[src/rtl/sopc_run_ctrl.sv]
// Run controller for the min-SOPC: stretched CPU reset, run-cycle counter,
// end-of-test store detector and watchdog. Optional restart: SOPC_RUN_CTRL_RESTART_EN.
module sopc_run_ctrl #(
    parameter int unsigned       RST_CYCLES     = 10,
    parameter int unsigned       TIMEOUT_CYCLES = 1000,
    parameter int unsigned       ADDR_W         = 32,
    parameter int unsigned       DATA_W         = 32,
    parameter logic [ADDR_W-1:0] DONE_ADDR      = ADDR_W'(32'h0000_FFF0),
    parameter logic [DATA_W-1:0] PASS_CODE      = DATA_W'(32'h600D_600D)
) (
    input  logic              clk,
    input  logic              rst,
    input  logic              mon_we,
    input  logic [ADDR_W-1:0] mon_addr,
    input  logic [DATA_W-1:0] mon_data,
    input  logic              restart,
    output logic              cpu_rst,
    output logic              running,
    output logic              done,
    output logic              pass,
    output logic              timeout,
    output logic [31:0]       cycle_cnt,
    output logic [DATA_W-1:0] result
);

    localparam int unsigned RST_W = (RST_CYCLES > 1) ? $clog2(RST_CYCLES) : 1;
    localparam logic [RST_W-1:0] RST_LAST = RST_W'(RST_CYCLES - 1);
    localparam logic [31:0]      CNT_LAST = 32'(TIMEOUT_CYCLES - 1);

    localparam logic [1:0] ST_RESET   = 2'd0;
    localparam logic [1:0] ST_RUN     = 2'd1;
    localparam logic [1:0] ST_DONE    = 2'd2;
    localparam logic [1:0] ST_TIMEOUT = 2'd3;

    logic [1:0]        state, state_nxt;
    logic [RST_W-1:0]  rst_cnt, rst_cnt_nxt;
    logic [31:0]       cnt_nxt;
    logic              done_nxt, pass_nxt, timeout_nxt;
    logic [DATA_W-1:0] result_nxt;
    logic              store_hit;

    assign store_hit = mon_we && (mon_addr == DONE_ADDR);

`ifndef SOPC_RUN_CTRL_RESTART_EN
    logic unused_restart;
    assign unused_restart = restart;
`endif

    // State register and registered outputs; rst overrides everything.
    always_ff @(posedge clk) begin
        if (rst) begin
            state     <= ST_RESET;
            rst_cnt   <= '0;
            cpu_rst   <= 1'b1;
            running   <= 1'b0;
            done      <= 1'b0;
            pass      <= 1'b0;
            timeout   <= 1'b0;
            cycle_cnt <= '0;
            result    <= '0;
        end else begin
            state     <= state_nxt;
            rst_cnt   <= rst_cnt_nxt;
            cpu_rst   <= (state_nxt == ST_RESET);
            running   <= (state_nxt == ST_RUN);
            done      <= done_nxt;
            pass      <= pass_nxt;
            timeout   <= timeout_nxt;
            cycle_cnt <= cnt_nxt;
            result    <= result_nxt;
        end
    end

    // Next-state and next-output logic; the store is checked before the watchdog.
    always_comb begin
        state_nxt   = state;
        rst_cnt_nxt = rst_cnt;
        cnt_nxt     = cycle_cnt;
        done_nxt    = done;
        pass_nxt    = pass;
        timeout_nxt = timeout;
        result_nxt  = result;
        case (state)
            ST_RESET: begin
                if (rst_cnt == RST_LAST) begin
                    state_nxt   = ST_RUN;
                    rst_cnt_nxt = '0;
                end else begin
                    rst_cnt_nxt = rst_cnt + RST_W'(1);
                end
            end
            ST_RUN: begin
                if (cycle_cnt != 32'hFFFF_FFFF) begin
                    cnt_nxt = cycle_cnt + 32'd1;
                end
                if (store_hit) begin
                    state_nxt  = ST_DONE;
                    done_nxt   = 1'b1;
                    result_nxt = mon_data;
                    pass_nxt   = (mon_data == PASS_CODE);
                end else if (cycle_cnt == CNT_LAST) begin
                    state_nxt   = ST_TIMEOUT;
                    timeout_nxt = 1'b1;
                    pass_nxt    = 1'b0;
                end
            end
            ST_DONE, ST_TIMEOUT: begin
`ifdef SOPC_RUN_CTRL_RESTART_EN
                if (restart) begin
                    state_nxt   = ST_RESET;
                    rst_cnt_nxt = '0;
                    cnt_nxt     = '0;
                    done_nxt    = 1'b0;
                    pass_nxt    = 1'b0;
                    timeout_nxt = 1'b0;
                    result_nxt  = '0;
                end
`endif
            end
            default: state_nxt = ST_RESET;
        endcase
    end

endmodule

[config.mk]
export PLATFORM = sky130hd
export DESIGN_NAME = sopc_run_ctrl
export DESIGN_NICKNAME = d
export VERILOG_FILES = /design/src/rtl/sopc_run_ctrl.sv
export SDC_FILE = /design/constraint.sdc
export NUM_CORES = 1
export LEC_CHECK = 0
export ABC_CLOCK_PERIOD_IN_PS = 2180
export CAP_MARGIN = 0
export CORE_ASPECT_RATIO = 0.7
export CORE_MARGIN = 2
export CORE_UTILIZATION = 48
export CTS_BUF_LIST = sky130_fd_sc_hd__clkbuf_16
export DETAILED_ROUTE_END_ITERATION = 7
export DONT_BUFFER_PORTS = 1
export HOLD_SLACK_MARGIN = 0.1
export PLACE_DENSITY = 0.7
export SLEW_MARGIN = 20
export SYNTH_ARGS = -nofsm -noshare
export SYNTH_HDL_FRONTEND = slang
export SYNTH_SLANG_ARGS = --single-unit
[constraint.sdc]
create_clock -name clk -period 2.18 [get_ports clk]
set_input_delay 0 -clock clk [delete_from_list [all_inputs] [get_ports clk]]
set_output_delay 0 -clock clk [all_outputs]
set_load 0.05 [all_outputs]
==> flow_metrics.py <==
metrics = {
    "sta": {
        "max_freq_ghz": 0.4704,
        "min_period_ps": 2126,
        "setup_tns_ps": 0,
        "finalSetupViolCount": 0,
        "setup_ws_ps": 54.26,
        "hold_ws_ps": 141.4,
        "tightest_slew_ps": 648.5,
        "skew_ps": 5.149,
        "hold_viol": 0,
        "period_share_pct": 97.51,
        "final_max_slew_viol_count": 0,
        "slew_headroom_pct": 56.37,
    },
    "floorplan": {
        "initial_utilization_pct": 50.28,
        "num_io_pins": 137,
        "chipHeight_microns": 74.88,
        "core_area_sq_um": 6850,
        "row_count": 25,
        "die_w_microns": 105.3,
        "die_area_sq_um": 7881,
    },
    "clock_tree": {
        "cts-buffers-inserted": 9,
        "clock-sinks": 75,
        "clk_path_buf_depth": 2,
        "cts_root_buffer": "clkbuf_16",
        "cts.htree.levels": 3,
        "worstSkewPairLatency_ps": 320,
        "cts_tree": "yes",
        "path_clk_slew_ps": 60,
    },
    "grt": {
        "grt_max_degree": 75,
        "grt_pass1_wl_mm": 15.88,
        "grt_pass1_vias": 3088,
        "grt_usage_pct": 26.07,
        "antenna_found_initial": 0,
        "grt_overflow": 0,
    },
    "worst_setup_path": {
        "worstPathArrival_ps": 2330,
        "critPathKind": "register to register",
        "crit_fanout": 5,
        "crit_path_end_kind": "register",
        "cp-start-kind": "register",
        "r2r_end": "pass",
        "required_ps": 2380,
        "r2r_start": "cycle_cnt[15]",
        "regToRegSetupSlack_ps": 50,
        "r2r_cells": 6,
    },
    "layout": {
        "area.growth.synth_to_final_pct": 34.62,
        "layout-drive-gt1-share_pct": 18.94,
        "final_cell_mix": "dfxtp_1 (73), nor2_1 (70), buf_4 (46)",
        "design_area_sq_um": 4637,
        "final_common_cell": "dfxtp_1",
        "layout.nets": 518,
        "utilization_pct": 67.69,
        "diodes": 0,
    },
    "logic_synthesis": {
        "synth_nets": 439,
        "synth_ff_type": "dfxtp_1",
        "netlist_area_sq_um": 3445,
        "yosysUniqueCellTypes": 51,
        "yosysTopAreaCell": "dfxtp_1",
        "async_flop_share_pct": 0,
        "syn_inst": 370,
        "yosys_warnings": 0,
        "synth_seq_cells": 75,
        "synth_edf_count": 0,
        "netlist_top_cells_area": "dfxtp_1 (44%), mux2i_1 (9.6%), nor2_1 (7.6%)",
        "syn_avg_cell_area_sq_um": 9.310,
        "synth.top_cell.area_share_pct": 43.59,
        "yosysSeqAreaShare_pct": 43.59,
    },
    "placement": {
        "io_buffers": 0,
        "place_hpwl_mm": 6.770,
        "pre_cts_ws_ps": 118.2,
        "gp_congestion": 0.8255,
        "placed_area_sq_um": 3819,
    },
    "job": {
        "maxCapViolCount": 0,
    },
    "detailed_routing": {
        "drtAntennaViolNets": 0,
        "num_vias": 3165,
        "drt_pre_antenna_iters": 5,
        "totalWireLength_mm": 10.14,
        "drc": 0,
        "viasPerCell": 5.776,
        "avgRoutedWirePerCell_microns": 18.49,
        "drt_first_iter_violations": 194,
    },
    "min_path": {
        "min_to": "pass",
        "worstHoldStart": "mon_data[29]",
        "holdCritPathClass": "primary input to register",
        "whs_path_depth": 5,
    },
    "outcome": {
        "status": "finished, final reports clean",
    },
    "power_and_ir_drop": {
        "powerDensity_nw_per_um2": 689.1,
        "leakage_nw": 1.646,
        "peakVddDrop_uv": 407.0,
    },
}
==> Yosys cell counts (all sizes together) (2+ instances only) <==
cell	instances
mux2i	33
o21ai	4
nand3	13
and4	8
nor4bb	2
and3	5
nor2	70
nor3	5
buf	11
a21oi	10
clkbuf	9
inv	4
a31oi	3
nand3b	2
dfxtp	75
mux2	2
nor2b	4
or2	3
nand4	10
xnor2	26
or4	6
and4b	4
o31ai	4
a2111oi	6
a211oi	4
nand2	13
nor4b	6
nor4	17
==> layer usage <==
layer / GRT usage [%] / wire [microns] / vias up
met5: 0 / 0 / -
met1: 32.50 / 4291 / 1483
met4: 6.815 / 136 / 0
met2: 43.37 / 4747 / 162
li1: - / - / 1503
met3: 9.784 / 960 / 17
==> registers in the layout, summed over array words and instances, names as in the netlist, named ones only <==
signal,flops
pass,1
rst_cnt,4
done,1
running,1
timeout,1
state,1
cpu_rst,1
cycle_cnt,32
result,32
==> power breakdown <==
group | switching, mW | internal [mW] | leakage, nW
logic | 0.0505 | 0.0640 | 0.874
registers | 0.00527 | 1.37 | 0.605
clock network | 0.576 | 1.13 | 0.166
==> timing repair <==
item | 4_1_cts | 5_1_grt
endpoints found under the hold margin | 75 | 0
gates resized for setup | 0 | 8
hold buffers | 41 | 0
endpoints found under the setup margin | 0 | 37
setup buffers | 0 | 1
==> critical path, cell delays in order (launching register included) <==
cell	delay (ps)
dfxtp_1	350
or4_1	550
or4_4	450
nor4_4	290
buf_4	180
nand3b_1	110
o21ai_0	70
==> worst max-delay path by stage <==
stage	cells past startpoint	slack, ps	to	startpoint
after floorplan	6	10	cycle_cnt[21]	cycle_cnt[8]
after global placement	6	110	cycle_cnt[25]	cycle_cnt[15]
after detailed placement	6	120	cycle_cnt[25]	cycle_cnt[15]
after CTS	6	40	cycle_cnt[25]	cycle_cnt[15]
after global routing	5	-20	cycle_cnt[29]	cycle_cnt[15]
final	6	50	pass	cycle_cnt[15]
==> layout make-up <==
class                      instances  area, sq um
inverter                           4        15.01
multi-input combinational        271         1858
clock buffer                       9        225.2
timing repair buffer              88        793.3
tap                               94        117.6
clock inverter                     7        123.9
fill                             512         2213
sequential                        75         1504
==> kinds of logic after synthesis <==
family	share of synthesized area, %
muxes	10.24
xor gates and xnor gates	6.865
DFF	43.59
and+or+nand+nor	27.75
AOI/OAI and AO/OA	7.556
buffers and inverters	3.632
adders and majority gates	0.3632
==> stage by stage <==
stage                     total power [mW]  instances
after floorplan                      1.451        370
final                                3.195        548
after global routing                 3.301        548
after global placement               1.434        490
after detailed placement             1.436        490
after CTS                            3.229        547
(Power assumes the default switching activity.)
